--- src/rtl/seg_pkg.sv ---
// Shared seven-segment constants for the display scanner and its decoder.
// Segment patterns are active-high {g,f,e,d,c,b,a}; output polarity is applied later.
package seg_pkg;

  localparam logic [6:0] SEG_HEX [0:15] = '{
    7'h3F, 7'h06, 7'h5B, 7'h4F,
    7'h66, 7'h6D, 7'h7D, 7'h07,
    7'h7F, 7'h6F, 7'h77, 7'h7C,
    7'h39, 7'h5E, 7'h79, 7'h71
  };

  localparam logic [6:0] SEG_OFF = 7'h00;

  function automatic logic [6:0] seg_polarity(input logic [6:0] seg, input bit act_lo);
    return act_lo ? ~seg : seg;
  endfunction

endpackage

--- src/rtl/seg_display_scanner_if.sv ---
// Display scanner bus: control/value inputs from the host, scanned digit drive back out.
// The master side drives value and control; the slave side is the scanner itself.
interface seg_display_scanner_if #(
  parameter int DIGITS = 4
);

  logic                  enable;
  logic                  load;
  logic [4*DIGITS-1:0]   value;
  logic [DIGITS-1:0]     dp_in;
  logic                  blank_lz;
  logic [DIGITS-1:0]     anode;
  logic [6:0]            data;
  logic                  dp;
  logic                  frame_done;

  modport master (
    output enable, load, value, dp_in, blank_lz,
    input  anode, data, dp, frame_done
  );

  modport slave (
    input  enable, load, value, dp_in, blank_lz,
    output anode, data, dp, frame_done
  );

endinterface

--- src/rtl/seg7_decode.sv ---
// Combinational hex nibble to seven-segment pattern, active-high {g,f,e,d,c,b,a}.
module seg7_decode
  import seg_pkg::*;
(
  input  logic [3:0] nibble,
  output logic [6:0] seg
);

  assign seg = SEG_HEX[nibble];

endmodule

--- src/rtl/seg_display_scanner.sv ---
// Multiplexed seven-segment scanner with frame-synchronous double buffering,
// leading-zero blanking, per-digit decimal points and a frame_done pulse.
module seg_display_scanner
  import seg_pkg::*;
#(
  parameter int DIGITS       = 4,
  parameter int PRESCALE     = 50000,
  parameter bit ANODE_ACT_LO = 1'b1,
  parameter bit SEG_ACT_LO   = 1'b1
) (
  input  logic                 clk,
  input  logic                 reset,
  seg_display_scanner_if.slave bus
);

  localparam int PW = $clog2(PRESCALE);
  localparam int DW = $clog2(DIGITS);

  localparam logic [PW-1:0]     PRESC_LAST = PW'(PRESCALE - 1);
  localparam logic [DW-1:0]     DIG_LAST   = DW'(DIGITS - 1);
  localparam logic [DIGITS-1:0] ANODE_OFF  = {DIGITS{ANODE_ACT_LO}};
  localparam logic [6:0]        DATA_OFF   = seg_polarity(SEG_OFF, SEG_ACT_LO);
  localparam logic              DP_OFF     = SEG_ACT_LO;

  logic [PW-1:0]       presc;
  logic [DW-1:0]       dig;
  logic [4*DIGITS-1:0] pend_val;
  logic [DIGITS-1:0]   pend_dp;
  logic                pend_v;
  logic [4*DIGITS-1:0] act_val;
  logic [DIGITS-1:0]   act_dp;

  logic [DIGITS-1:0]   anode_r;
  logic [6:0]          data_r;
  logic                dp_r;
  logic                frame_done_r;

  logic                presc_last;
  logic                wrap;
  logic [DIGITS-1:0]   blank;
  logic                upper_zero;
  logic [3:0]          cur_nib;
  logic                cur_dp;
  logic                cur_lit;
  logic [6:0]          cur_seg;
  logic [DIGITS-1:0]   dig_sel;

  assign presc_last = (presc == PRESC_LAST);
  assign wrap       = bus.enable && presc_last && (dig == DIG_LAST);

  // A digit is blanked only while it and every more-significant nibble are zero.
  always_comb begin
    blank      = '0;
    upper_zero = 1'b1;
    for (int k = DIGITS - 1; k >= 1; k--) begin
      upper_zero = upper_zero & (act_val[4*k +: 4] == 4'h0);
      blank[k]   = bus.blank_lz & upper_zero;
    end
  end

  always_comb begin
    cur_nib = 4'h0;
    cur_dp  = 1'b0;
    for (int k = 0; k < DIGITS; k++) begin
      if (dig == DW'(k)) begin
        cur_nib = act_val[4*k +: 4];
        cur_dp  = act_dp[k];
      end
    end
  end

  assign cur_lit = bus.enable & ~blank[dig];
  assign dig_sel = {{(DIGITS-1){1'b0}}, 1'b1} << dig;

  seg7_decode u_decode (
    .nibble (cur_nib),
    .seg    (cur_seg)
  );

  // Active buffer only changes in the wrap cycle so a frame never mixes two values.
  always_ff @(posedge clk) begin
    if (reset) begin
      presc        <= '0;
      dig          <= '0;
      pend_val     <= '0;
      pend_dp      <= '0;
      pend_v       <= 1'b0;
      act_val      <= '0;
      act_dp       <= '0;
      anode_r      <= ANODE_OFF;
      data_r       <= DATA_OFF;
      dp_r         <= DP_OFF;
      frame_done_r <= 1'b0;
    end else begin
      if (bus.enable) begin
        presc <= presc_last ? '0 : presc + 1'b1;
        if (presc_last) begin
          dig <= (dig == DIG_LAST) ? '0 : dig + 1'b1;
        end
      end

      frame_done_r <= wrap;

      if (bus.load) begin
        pend_val <= bus.value;
        pend_dp  <= bus.dp_in;
      end

      if (wrap) begin
        pend_v <= 1'b0;
        if (bus.load) begin
          act_val <= bus.value;
          act_dp  <= bus.dp_in;
        end else if (pend_v) begin
          act_val <= pend_val;
          act_dp  <= pend_dp;
        end
      end else if (bus.load) begin
        pend_v <= 1'b1;
      end

      anode_r <= cur_lit ? (ANODE_ACT_LO ? ~dig_sel : dig_sel) : ANODE_OFF;
      data_r  <= cur_lit ? seg_polarity(cur_seg, SEG_ACT_LO) : DATA_OFF;
      dp_r    <= cur_lit ? (cur_dp ^ SEG_ACT_LO) : DP_OFF;
    end
  end

  assign bus.anode      = anode_r;
  assign bus.data       = data_r;
  assign bus.dp         = dp_r;
  assign bus.frame_done = frame_done_r;

endmodule

--- src/flat_wrapper.sv ---
// flat-port wrapper written by rule: the top's interface ports become plain ports
module seg_display_scanner_flat import seg_pkg::*;
#(
  parameter int DIGITS       = 4,
  parameter int PRESCALE     = 50000,
  parameter bit ANODE_ACT_LO = 1'b1,
  parameter bit SEG_ACT_LO   = 1'b1
)
  (clk, reset, bus_enable, bus_load, bus_value, bus_dp_in, bus_blank_lz, bus_anode, bus_data, bus_dp, bus_frame_done);
  seg_display_scanner_if #(.DIGITS(DIGITS)) bus_i ();
  input  logic clk;
  input  logic reset;
  input wire logic [$bits(bus_i.enable)-1:0] bus_enable;
  input wire logic [$bits(bus_i.load)-1:0] bus_load;
  input wire logic [$bits(bus_i.value)-1:0] bus_value;
  input wire logic [$bits(bus_i.dp_in)-1:0] bus_dp_in;
  input wire logic [$bits(bus_i.blank_lz)-1:0] bus_blank_lz;
  output wire logic [$bits(bus_i.anode)-1:0] bus_anode;
  output wire logic [$bits(bus_i.data)-1:0] bus_data;
  output wire logic [$bits(bus_i.dp)-1:0] bus_dp;
  output wire logic [$bits(bus_i.frame_done)-1:0] bus_frame_done;
  assign bus_i.enable = bus_enable;
  assign bus_i.load = bus_load;
  assign bus_i.value = bus_value;
  assign bus_i.dp_in = bus_dp_in;
  assign bus_i.blank_lz = bus_blank_lz;
  assign bus_anode = bus_i.anode;
  assign bus_data = bus_i.data;
  assign bus_dp = bus_i.dp;
  assign bus_frame_done = bus_i.frame_done;
  seg_display_scanner #(.DIGITS(DIGITS), .PRESCALE(PRESCALE), .ANODE_ACT_LO(ANODE_ACT_LO), .SEG_ACT_LO(SEG_ACT_LO)) u_core (.clk(clk), .reset(reset), .bus(bus_i));
endmodule
--- config.mk ---
export PLATFORM = sky130hd
export DESIGN_NAME = seg_display_scanner_flat
export DESIGN_NICKNAME = d
export VERILOG_FILES = /design/src/rtl/seg_pkg.sv /design/src/rtl/seg_display_scanner_if.sv /design/src/rtl/seg7_decode.sv /design/src/rtl/seg_display_scanner.sv /design/src/flat_wrapper.sv
export SDC_FILE = /design/constraint.sdc
export NUM_CORES = 1
export LEC_CHECK = 0
export BUFFER_PORTS_ARGS = -buffer_cell sky130_fd_sc_hd__buf_2
export CORE_UTILIZATION = 55
export DETAILED_ROUTE_END_ITERATION = 12
export GPL_TIMING_DRIVEN = 0
export HOLD_SLACK_MARGIN = 0.02
export PLACE_DENSITY = 0.87
export RECOVER_POWER = 25
export SYNTH_ARGS = -nofsm -noshare
export SYNTH_HDL_FRONTEND = slang
export SYNTH_SLANG_ARGS = --single-unit
export TNS_END_PERCENT = 1
--- constraint.sdc ---
create_clock -name clk -period 3.34 [get_ports clk]
set_clock_uncertainty 0.05 [all_clocks]
set_input_delay 0 -clock clk [delete_from_list [all_inputs] [get_ports clk]]
set_output_delay 0 -clock clk [all_outputs]
set_load 0.03 [all_outputs]
* After elaboration in Yosys (flattened, before gate mapping)
Memory sizes are Yosys's and may differ from the RTL's.
Cells that the tools add are included.
** Storage, ports and cells
- Output and inout bits :: 13
- Register bits after elaboration :: 72
- Logic and storage cells :: 62
- Memories kept :: 1
- Input port bits :: 25
- Bits in read-only memories :: 112
** Cells by class
- Reductions and logical operators :: 11
- Eq/ne operators :: 4
- Shift-type cells :: 1
- Magnitude comparators :: 2
- Bitwise gates (word level) :: 12
- Add/subtract/negate cells :: 2
- Multiplexer cells :: 18
** Memories
- (no name shown) :: words 16, bits a word 7, read ports 1, clocked after Yosys merged registers in 0, wr ports 0, RTL line seg7_decode.sv:9 : assign seg = SEG_HEX[nibble];
** Operators with widths (count)
- 16-bit 2-to-1 mux :: 3
- 4-bit 2-to-1 mux :: 6
- 16-bit by 1-bit adder with 16-bit output, second input constant :: 1
- 16-bit equality test, second input constant :: 1
- 7-bit 2-to-1 mux :: 2
- 4-bit logical NOT :: 3
- 7-bit NOT :: 1
- 1-bit bitwise AND :: 6
- 5-bit >= comparator, second input constant :: 1
- 1-bit 2-to-1 mux :: 5
- 4-bit NOT with 5-bit output :: 1
- 2-bit equality test, second input constant :: 2
- 4-bit NOT :: 1
- 2-bit AND reduction :: 2
- 2-bit OR reduction :: 2
- 1-bit by 2-bit left shift with 4-bit output, first input constant :: 1
- 2-bit by 3-bit less-than comparator with 1-bit output, second input constant :: 1
- 1-bit NOT :: 3
- 2-bit by 1-bit adder with 2-bit output, second input constant :: 1
- 1-bit binary-select mux with 2-bit select :: 1
- 2-bit by 1-bit equality test with 1-bit output, second input constant :: 1
- 1-bit logical AND :: 2
- 2-bit logical NOT :: 1
- 2-bit 2-to-1 mux :: 1
- 2-bit nonzero test :: 1

* Logic depth before layout (Yosys ltp)
Gate-level depths: netlist of the first run.
- Word-level depth :: 10
- Gate-level depth with buffers :: 11
- Depth with buffers taken out :: 10

* Modules after synthesis
From an unflattened synthesis of the first run, not the netlist that was laid out.
** Unflattened totals
- Cell total of the unflattened synthesis :: 330
- Area, all modules :: 3198.1 um^2
** Modules (own cells, without submodules)
- seg_display_scanner :: cells each 297, area each 2910.3 um^2, instances 1, sequential area each 1441.4 um^2
- seg7_decode :: cells each 33, area each 287.8 um^2, instances 1, sequential area each 0.0 um^2

* Least setup slack after synthesis of the first run
OpenSTA, ideal clock, no wires.
- Path kind :: register -> register
- Start :: reg u_core.dig[0]
- End :: reg u_core.data_r[3] (netlist: u_core.bus.data[3])
- Clock period less this slack :: 2.405 ns
- Stages on the path, launching flop included :: 11
- Buffers on the path :: 1
- Arrival :: 2.226 ns
- Data required time :: 3.161 ns
- Path slack :: 0.935 ns
- Library setup time :: 0.129 ns
- Cell sequence :: dfxtp_1 -> ha_1 -> clkbuf_1 -> nor2_1 -> a22o_1 -> a31oi_1 -> inv_1 -> ha_1 -> mux2i_1 -> mux2_2 -> nand2_1
** Between the ends
- Word-level cells in the longest chain between the ends :: 10
- Elaborated cells between the ends (all ways) :: 19
- Classes of those cells :: 3 x eq/ne; 8 x mux; 5 x bitwise; 2 x reduce/logical; 1 x memory
** RTL lines
- from (decl) :: RTL line seg_display_scanner.sv:26 : logic [DW-1:0] dig;
- from (signal assigned) :: RTL line seg_display_scanner.sv:98 : dig <= (dig == DIG_LAST) ? '0 : dig + 1'b1;
- 2-bit logical NOT :: RTL line seg_display_scanner.sv:65 : if (dig == DW'(k)) begin
- 4-bit 2-to-1 mux (4 in series) :: RTL line seg_display_scanner.sv:65
- 4-bit NOT with 5-bit output (implied by the code) :: RTL line seg7_decode.sv:9
- memory 16 x 7 bit
- 7-bit 2-to-1 mux (implied by the code) (2 in series) :: RTL line seg7_decode.sv:9
- 7-bit NOT :: RTL line seg_pkg.sv:15 : return act_lo ? ~seg : seg;
- to (signal assigned) :: RTL line seg_display_scanner.sv:123 : data_r <= cur_lit ? seg_polarity(cur_seg, SEG_ACT_LO) : DATA_OFF;
- to (decl) :: RTL line seg_display_scanner.sv:34 : logic [6:0] data_r;
Several ways; a longest one is shown, not always the timed one. The select of a mux whose other input is x is not followed.
A chain may end at the register's enable or synchronous reset.

* Worst setup path after layout of the first run
Ends and elaborated chain as after synthesis.

==> results.yml, run 1 <==
status:
  status: "finished clean"
global_routing:
  busiest_layer: "met2"
  grt_overflow: 0
  grtUsageMet1_pct: 28.6
  grt_start_max_net_pins: 12
  grt_pass1_vias: 2581
  globalRouteMet3Util_pct: 4.12
  track_usage_pct: 24.2
  antenna_found_initial: 0
  grt_pass1_wl_um: 11500
  use_met2_pct: 41.6
sta:
  period_share_pct: 87.4
  grt_setup_unrepaired: "false"
  min_period_ns: 2.92
  hold_viol: 0
  worst_pin_slew_ns: 0.778
  final-setup-viol-count: 0
  slew_viol_final: 0
  relSlewSlack_pct: 48.1
  fmax_mhz: 343
  setup_tns_ns: 0
drt:
  routed_wl_um: 6770
  num_vias: 2669
  vias_per_cell: 5.40
  initialDrtViolationCount: 126
  drtAntennaViolNets: 0
  dr.pass1.iters: 4
  wire_per_inst_um: 13.7
  drc_errors: 0
layout:
  final_cells: 494
  diodes: 0
  drive_above_1_share_pct: 11.8
  nets: 455
  areaGrowthSynthToFinish_pct: 20.5
  fin_area_mm2: 0.00383
clocking:
  cts_buffer_depth: 2
  cts_hold_buf: 22
  post-cts-setup-buffers: 0
  clockRootBuffer: "clkbuf_8"
  cts_resized: 0
  insertion_delay_ns: 0.35
  htreeDepth: 3
  numClockSinks: 72
  cts_made_buffers: 9
  cts_tree: "yes"
  path_clk_slew_ns: 0.07
critical_path:
  cp-start-kind: "flop"
  reg2reg_from: "u_core.dig[0]"
  reg2reg_to: "u_core.bus.data[3]"
  path_class: "reg -> reg"
  cp_data_arrival_time_ns: 3.09
  required_ns: 3.51
  critical_path.max_fanout: 10
  worstSetupEndpointType: "flop"
  r2r_cells: 10
  rrSetupSlack_ns: 0.42
floorplanning:
  design.die.area_mm2: 0.00608
  core_area_mm2: 0.00554
  fp-row-count: 27
  start_util_pct: 57.3
  boundaryPins: 38
  dieWidth_um: 78.0
  die_y_um: 78.0
placed_design:
  routabilityCongestion: 0.838
  place_hpwl_um: 4780
  io_buffer_count: 34
  dp.cells: 457
  place_area_mm2: 0.00343
power_and_ir_drop:
  pwr-share-seq_pct: 53.4
  power_leakage_nw: 1.46
  clockPowerShare_pct: 39.7
  combPwrFrac_pct: 6.8
  intPower_mw: 1.30
  max-vdd-ir-drop_uv: 309
  p_sw_share_pct: 22.2
  cellPowerDensity_mw_per_mm2: 435
  netSwitchingPower_mw: 0.369
run:
  cap_viol_max_count: 0
yosys:
  netlist.area_leader.share_pct: 45.4
  synth_area_leaders: "dfxtp_1 45%, mux2i_1 7.6%, nor2_1 5.7%, nand2_1 5.3%, ha_1 4.7%"
  postSynthCellCount: 351
  ys.warnings.count: 0
  syn_area_per_cell_um2: 9.04
  yosysUniqueCellTypes: 42
  synth_seq_cells: 72
  ys.flop_type: "dfxtp_1"
  syn-cell-area_mm2: 0.00317
  synth_top_area_cell: "dfxtp_1"
  seq_area_frac_synth_pct: 45.4
  synthArstFlopShare_pct: 0
  synth_edf_count: 0
  synth_nets: 388
min_path:
  hold_path_class: "in -> reg"
  holdPathEnd: "u_core.bus.data[2]"
  hp-start: "bus_blank_lz"
  whs_path_depth: 5
-- flip-flops by register name, summed over array words and instances (netlist names) --
name / cells
u_core.dig: 2
u_core.bus.frame_done: 1
u_core.act_val: 16
u_core.pend_dp: 4
u_core.pend_v: 1
u_core.bus.data: 7
u_core.presc: 16
u_core.act_dp: 4
u_core.bus.anode: 4
u_core.pend_val: 16
u_core.bus.dp: 1
-- cell usage in the layout, fill, tap and decap left out, types with 2 or more instances in the layout --
cell           count
clkbuf_1          26
o221ai_1           4
nand2_1           45
inv_1              7
nor2b_1            3
clkbuf_8          10
nor2_1            48
mux2i_1           24
nand2b_1          20
nor3b_1            3
a22o_1             2
nor3_1             2
nor4_1             4
buf_2             26
o21ai_0           22
xor2_1            12
xnor2_1            3
nand4_1            5
nand3b_1           5
a311oi_2           2
nor4b_1            2
nand3_1            6
clkinv_2           3
ha_1              12
dfxtp_1           72
o211ai_1           2
dlygate4sd3_1     22
a21oi_1           10
and4_2             2
o31ai_1            2
-- per-stage QoR --
stage                     total power, mW  worst slack [ns]  utilization (%)  hold WS (ns)
final                                1.66             0.422             69.1         0.132
after global routing                 1.73             0.183             69.1         0.160
after CTS                            1.68             0.434             69.3         0.119
after detailed placement             1.00             0.485             62.0         0.246
after global placement              0.999             0.581             62.0         0.240
after floorplan                     0.972             0.935                -         0.136
-- worst max path at each step --
stage / start / endpoint / slack (ns) / cells past startpoint
global route: u_core.dig[0] / u_core.bus.data[3] / 0.18 / 10
CTS: u_core.dig[0] / u_core.bus.data[3] / 0.43 / 10
global placement: u_core.dig[0] / u_core.bus.data[3] / 0.58 / 10
floorplan: u_core.dig[0] / u_core.bus.data[3] / 0.93 / 10
finish: u_core.dig[0] / u_core.bus.data[3] / 0.42 / 10
detailed placement: u_core.dig[0] / u_core.bus.data[3] / 0.49 / 10
-- critical path: stages, from the launching register on --
cell and delay (ns):
dfxtp_1 0.44, ha_1 0.31, clkbuf_1 0.39, nor2_1 0.07
a22o_1 0.21, a31oi_1 0.40, inv_1 0.18, ha_1 0.35
mux2i_1 0.16, mux2_2 0.17, nand2_1 0.05
-- cell type report --
type / count / area, µm²
fillers: 446 / 1710
multi-input cells: 252 / 1600
flip-flops and latches: 72 / 1440
repair buffers: 56 / 377
clock buffers: 11 / 141
plain buffers: 20 / 103
well taps: 72 / 90.1
clock inverters: 4 / 45.0
inverters: 7 / 26.3
-- Yosys cell counts (all sizes together) (7+ instances only) --
master,n
a21oi,10
buf,7
nand2b,20
dfxtp,72
clkbuf,13
ha,12
mux2i,24
nor2,48
inv,7
o21ai,22
nand2,45
xor2,12
-- power groups by stage --
stage / Sequential, mW / Clock [mW] / Combinational (mW)
after global routing: 0.892 / 0.710 / 0.124
final: 0.889 / 0.661 / 0.113
after CTS: 0.889 / 0.673 / 0.115
after floorplan: 0.916 / 0 / 0.0558
after detailed placement: 0.909 / 0 / 0.0943
after global placement: 0.908 / 0 / 0.0910
-- metal layers --
metal	vias to the layer above	share of wire [%]
li1	1332	-
met5	-	0
met4	0	2.2
met3	18	5.2
met2	72	48
met1	1247	44
-- cell families after synthesis --
family	Yosys count	share of synthesized area, %
adder cells (fa/ha/maj)	12	4.73
buffers and inverters	27	4.10
multiplexers	25	7.92
flip-flops	72	45.4
XOR/XNOR	15	4.14
AND/OR/NAND/NOR	152	24.2
AO/OA/AOI/OAI	48	9.54
Power figures use the tool's default switching activity.
==> run 2, diff against run 1 <==
CORE_MARGIN = 3   (was default)
CTS_BUF_LIST = sky130_fd_sc_hd__clkbuf_8   (was default)
TNS_END_PERCENT = 50   (was 1)
==> run 2 against run 1 <==
  * Maximum frequency grew 0.11%
  * Worst hold slack lost 0.096 ns
  * Via count grew 1.1%
  * Critical path type unchanged
  * Register-to-register slack is essentially flat
  * Final cell count is the same
  * Combinational power is essentially flat
  * Count of clock-buffer cells in the layout shrank 1
  * Highest routed layer unchanged
  * Critical endpoint unchanged
  * Setup slack gained 0.0032 ns
  * Core utilization grew 0.47 points
  * Sequential share of layout area shrank 0.26 points
==> results.yml, run 2 (same netlist as run 1, synthesis figures left out) <==
layout:
  reg_top3: "u_core.act_val: 16 flops, u_core.pend_val: 16 flops, u_core.presc: 16 flops"
  final_cells: 494
  drive_above_1_share_pct: 12.3
  fillers: 437
  areaGrowthSynthToFinish_pct: 21.4
  fin_area_mm2: 0.00385
  mostFrequentLayoutCells: "72 x dfxtp_1, 48 x nor2_1, 45 x nand2_1"
  nets: 454
  mostFrequentLayoutCell: "dfxtp_1"
  diodes: 0
  finish.utilization_pct: 69.5
sta:
  period_share_pct: 87.3
  min_period_ns: 2.91
  worst_pin_slew_ns: 0.731
  final-setup-viol-count: 0
  setup_tns_ns: 0
  hold_viol: 0
  relSlewSlack_pct: 51.3
  grt_setup_unrepaired: "false"
  slew_viol_final: 0
  fmax_mhz: 343
  setup_ws_ns: 0.426
  fin_hold_ws_ns: 0.0362
placed_design:
  place_hpwl_um: 4680
  place_area_mm2: 0.00343
  dp.cells: 457
  dp_slack_ns: 0.488
  io_buffer_count: 34
  routabilityCongestion: 0.825
global_routing:
  grt_pass1_vias: 2631
  antenna_found_initial: 0
  grt_overflow: 0
  grt_pass1_wl_um: 11400
  track_usage_pct: 22.2
  grt_start_max_net_pins: 13
clocking:
  cts_resized: 0
  cts_tree: "yes"
  cts_hold_buf: 21
  cts_made_buffers: 9
  path_clk_slew_ns: 0.07
  post-cts-setup-buffers: 0
  htreeDepth: 3
  cts_buffer_depth: 2
  insertion_delay_ns: 0.35
  numClockSinks: 72
  clockRootBuffer: "clkbuf_8"
critical_path:
  cp-start-kind: "flop"
  worstSetupEndpointType: "flop"
  path_class: "reg -> reg"
  cp_data_arrival_time_ns: 3.09
  critical_path.max_fanout: 10
  r2r_cells: 10
  required_ns: 3.51
floorplanning:
  fp-row-count: 27
  design.die.area_mm2: 0.00672
  start_util_pct: 57.3
  boundaryPins: 38
  core_area_mm2: 0.00554
  die_y_um: 82.0
  dieWidth_um: 82.0
drt:
  dr.pass1.iters: 5
  vias_per_cell: 5.46
  drc_errors: 0
  drtAntennaViolNets: 0
  initialDrtViolationCount: 125
  routed_wl_um: 6670
  wire_per_inst_um: 13.5
  num_vias: 2699
power_and_ir_drop:
  max-vdd-ir-drop_uv: 358
  power_mw: 1.75
  power_leakage_nw: 1.47
  cellPowerDensity_mw_per_mm2: 455
status:
  status: "finished clean"
min_path:
  whs_path_depth: 3
  hold_path_class: "in -> reg"
run:
  cap_viol_max_count: 0
-- run 2: cell types whose count changed in the layout (fill, tap and decap cells not counted) --
| cell | previous run | this run |
|---|---|---|
| dlygate4sd3_1 | 22 | 21 |
| clkinvlp_4 | 0 | 2 |
| bufinv_16 | 1 | 2 |
| clkinv_2 | 3 | 1 |
| clkbuf_1 | 26 | 24 |
| inv_1 | 7 | 8 |
| buf_2 | 26 | 27 |
-- run 2: final timing paths --
check | start | to | slack, ns
worst max-delay path | u_core.dig[0] | u_core.bus.data[3] | 0.43
worst min register to register | u_core.act_val[1] | u_core.act_val[1] | 0.44
worst min-delay path | bus_enable | u_core.presc[1] | 0.04
worst max register to register | u_core.dig[0] | u_core.bus.data[3] | 0.43
-- run 2: critical path: stages, from the launching register on --
cell and delay, ns:
dfxtp_1 0.42, ha_1 0.32, clkbuf_1 0.40, nor2_1 0.08
a22o_1 0.22, a31oi_1 0.41, inv_1 0.19, ha_1 0.35
mux2i_1 0.14, mux2_2 0.16, nand2_1 0.05
-- run 2: power by group --
part	internal (mW)	switching [mW]
clock	0.437	0.315
sequential	0.880	0.00865
combinational	0.0563	0.0560
total	1.37	0.380
-- run 2: final cells by class --
type                    instances  area, µm²  share of cell area [%]
clock inverters                 6       83.8                    2.18
inverters                       7       26.3                   0.682
well taps                      72       90.1                    2.34
multi-input cells             252       1600                    41.6
repair buffers                 55        367                    9.52
plain buffers                  20        104                    2.70
clock buffers                  10        138                    3.57
flip-flops and latches         72       1440                    37.4
-- run 2: layer usage --
layer,vias to the layer above,share of wire [%],global-route usage [%]
li1,1328,-,-
met1,1269,43,25.6
met2,87,49,38.4
met3,15,5.2,5.04
met4,0,2.6,11.5
met5,-,0,0
==> run 3, diff against run 2 <==
CORE_UTILIZATION = 50   (was 55)
PLACE_DENSITY = 0.8   (was 0.87)
==> run 3 against run 2 <==
  * Combinational power barely moved
  * Maximum frequency rose by 0.75%
  * Worst hold slack better by 0.0076 ns
  * Flip-flop and latch count unchanged
  * Final cell count is 0.61% higher
  * Setup slack better by 0.022 ns
  * Critical path type unchanged
  * Critical endpoint unchanged
==> results.yml, run 3 (same netlist as run 1, synthesis figures left out) <==
status:
  status: "finished clean"
floorplanning:
  die_y_um: 85.7
  design.die.area_mm2: 0.00734
  dieWidth_um: 85.7
  boundaryPins: 38
  fp-row-count: 28
  core_area_mm2: 0.00603
  start_util_pct: 52.7
drt:
  initialDrtViolationCount: 88
  drtAntennaViolNets: 0
  routed_wl_um: 6590
  wire_per_inst_um: 13.3
  drc_errors: 0
  vias_per_cell: 5.27
  dr.pass1.iters: 4
  num_vias: 2620
clocking:
  clockRootBuffer: "clkbuf_8"
  htreeDepth: 3
  insertion_delay_ns: 0.35
  cts_buffer_depth: 2
  cts_made_buffers: 9
  cts_tree: "yes"
  path_clk_slew_ns: 0.07
  numClockSinks: 72
  post-cts-setup-buffers: 0
layout:
  areaGrowthSynthToFinish_pct: 22.2
  reg_top3: "u_core.act_val: 16 flops, u_core.pend_val: 16 flops, u_core.presc: 16 flops"
  drive_above_1_share_pct: 12.3
  mostFrequentLayoutCell: "dfxtp_1"
  mostFrequentLayoutCells: "72 x dfxtp_1, 48 x nor2_1, 45 x nand2_1"
  final_cells: 497
  nets: 454
  diodes: 0
placed_design:
  io_buffer_count: 34
  dp.cells: 460
  routabilityCongestion: 0.811
  place_hpwl_um: 4690
sta:
  fmax_mhz: 346
  min_period_ns: 2.89
  relSlewSlack_pct: 53.9
  worst_pin_slew_ns: 0.691
  period_share_pct: 86.6
  grt_setup_unrepaired: "false"
  final-setup-viol-count: 0
  slew_viol_final: 0
  setup_tns_ns: 0
  hold_viol: 0
run:
  cap_viol_max_count: 0
power_and_ir_drop:
  cellPowerDensity_mw_per_mm2: 471
  power_leakage_nw: 1.49
  max-vdd-ir-drop_uv: 481
min_path:
  hold_path_class: "in -> reg"
critical_path:
  required_ns: 3.51
  path_class: "reg -> reg"
  cpLargestDelayFamily: "adder cells"
  critical_path.max_fanout: 10
  worst-path-buf-inv: 2
  critPathMostFrequentCell: "ha_1"
  cp-start-kind: "flop"
  cp_data_arrival_time_ns: 3.06
  slowest_stage: "dfxtp_1"
  critPathMaxStageDelay_ns: 0.43
  cp_cell_sequence: "ha_1, clkbuf_1, nor2_1, a22o_1, a31oi_1, inv_1, ha_1, mux2i_1, mux2_2, nand2_1"
  worstSetupEndpointType: "flop"
global_routing:
  track_usage_pct: 19.6
  grt_pass1_vias: 2653
  grt_pass1_wl_um: 11400
  grt_start_max_net_pins: 13
  antenna_found_initial: 0
  grt_overflow: 0
-- run 3: cell count changes in the layout (fill, tap and decap cells not counted) --
cell	change
bufinv_16	+1
clkinvlp_4	-2
clkinv_4	+1
-- run 3: through the flow --
| stage | hold slack (ns) | instance area (µm²) | worst slack [ns] | power, mW | utilization [%] |
|---|---|---|---|---|---|
| after floorplan | 0.136 | 3170 | 0.935 | 0.972 | - |
| after global placement | 0.238 | 3440 | 0.570 | 0.999 | 57.1 |
| after detailed placement | 0.244 | 3440 | 0.489 | 1.00 | 57.1 |
| after CTS | 0.0275 | 3890 | 0.452 | 1.85 | 64.6 |
| after global routing | 0.0397 | 3880 | 0.213 | 1.90 | 64.4 |
| final | 0.0438 | 3880 | 0.447 | 1.83 | 64.4 |
-- run 3: cell type report --
class	instances	area, µm²
multi-input cells	252	1600
repair buffers	55	367
plain buffers	20	104
flip-flops and latches	72	1440
well taps	75	93.8
fillers	524	2150
clock inverters	6	108
inverters	7	26.3
clock buffers	10	138
-- run 3: report_power, final --
part           switching [mW]  leakage, nW  internal [mW]
clock                   0.312        0.128          0.514
combinational          0.0554        0.776         0.0564
sequential            0.00860        0.587          0.880
-- run 3: final timing paths --
kind / from / endpoint / slack [ns] / cells after the start
worst max-delay path: u_core.dig[0] / u_core.bus.data[3] / 0.45 / 10
worst min-delay path: bus_enable / u_core.presc[1] / 0.04 / 3
worst max register to register: u_core.dig[0] / u_core.bus.data[3] / 0.45 / 10
worst min register to register: u_core.act_val[1] / u_core.act_val[1] / 0.43 / 2
-- run 3: routing by layer --
layer  part of all wire (%)  global-route usage [%]  vias up
li1                       -                       -     1323
met1                     44                    22.7     1205
met2                     47                    31.7       73
met3                    6.8                    7.78       19
met4                    2.5                    8.78        0
met5                      0                       0        -
-- run 3: worst reg2reg max path: stages (launching register included) --
cell and delay, ns:
dfxtp_1 0.43, ha_1 0.32, clkbuf_1 0.39, nor2_1 0.08, a22o_1 0.21, a31oi_1 0.41
inv_1 0.19, ha_1 0.34, mux2i_1 0.13, mux2_2 0.16, nand2_1 0.05
-- run 3: repair_timing --
action	CTS	global route
endpoints found under the hold margin	38	0
hold buffers	21	0
endpoints found under the setup margin	0	0
gates resized for setup	0	0
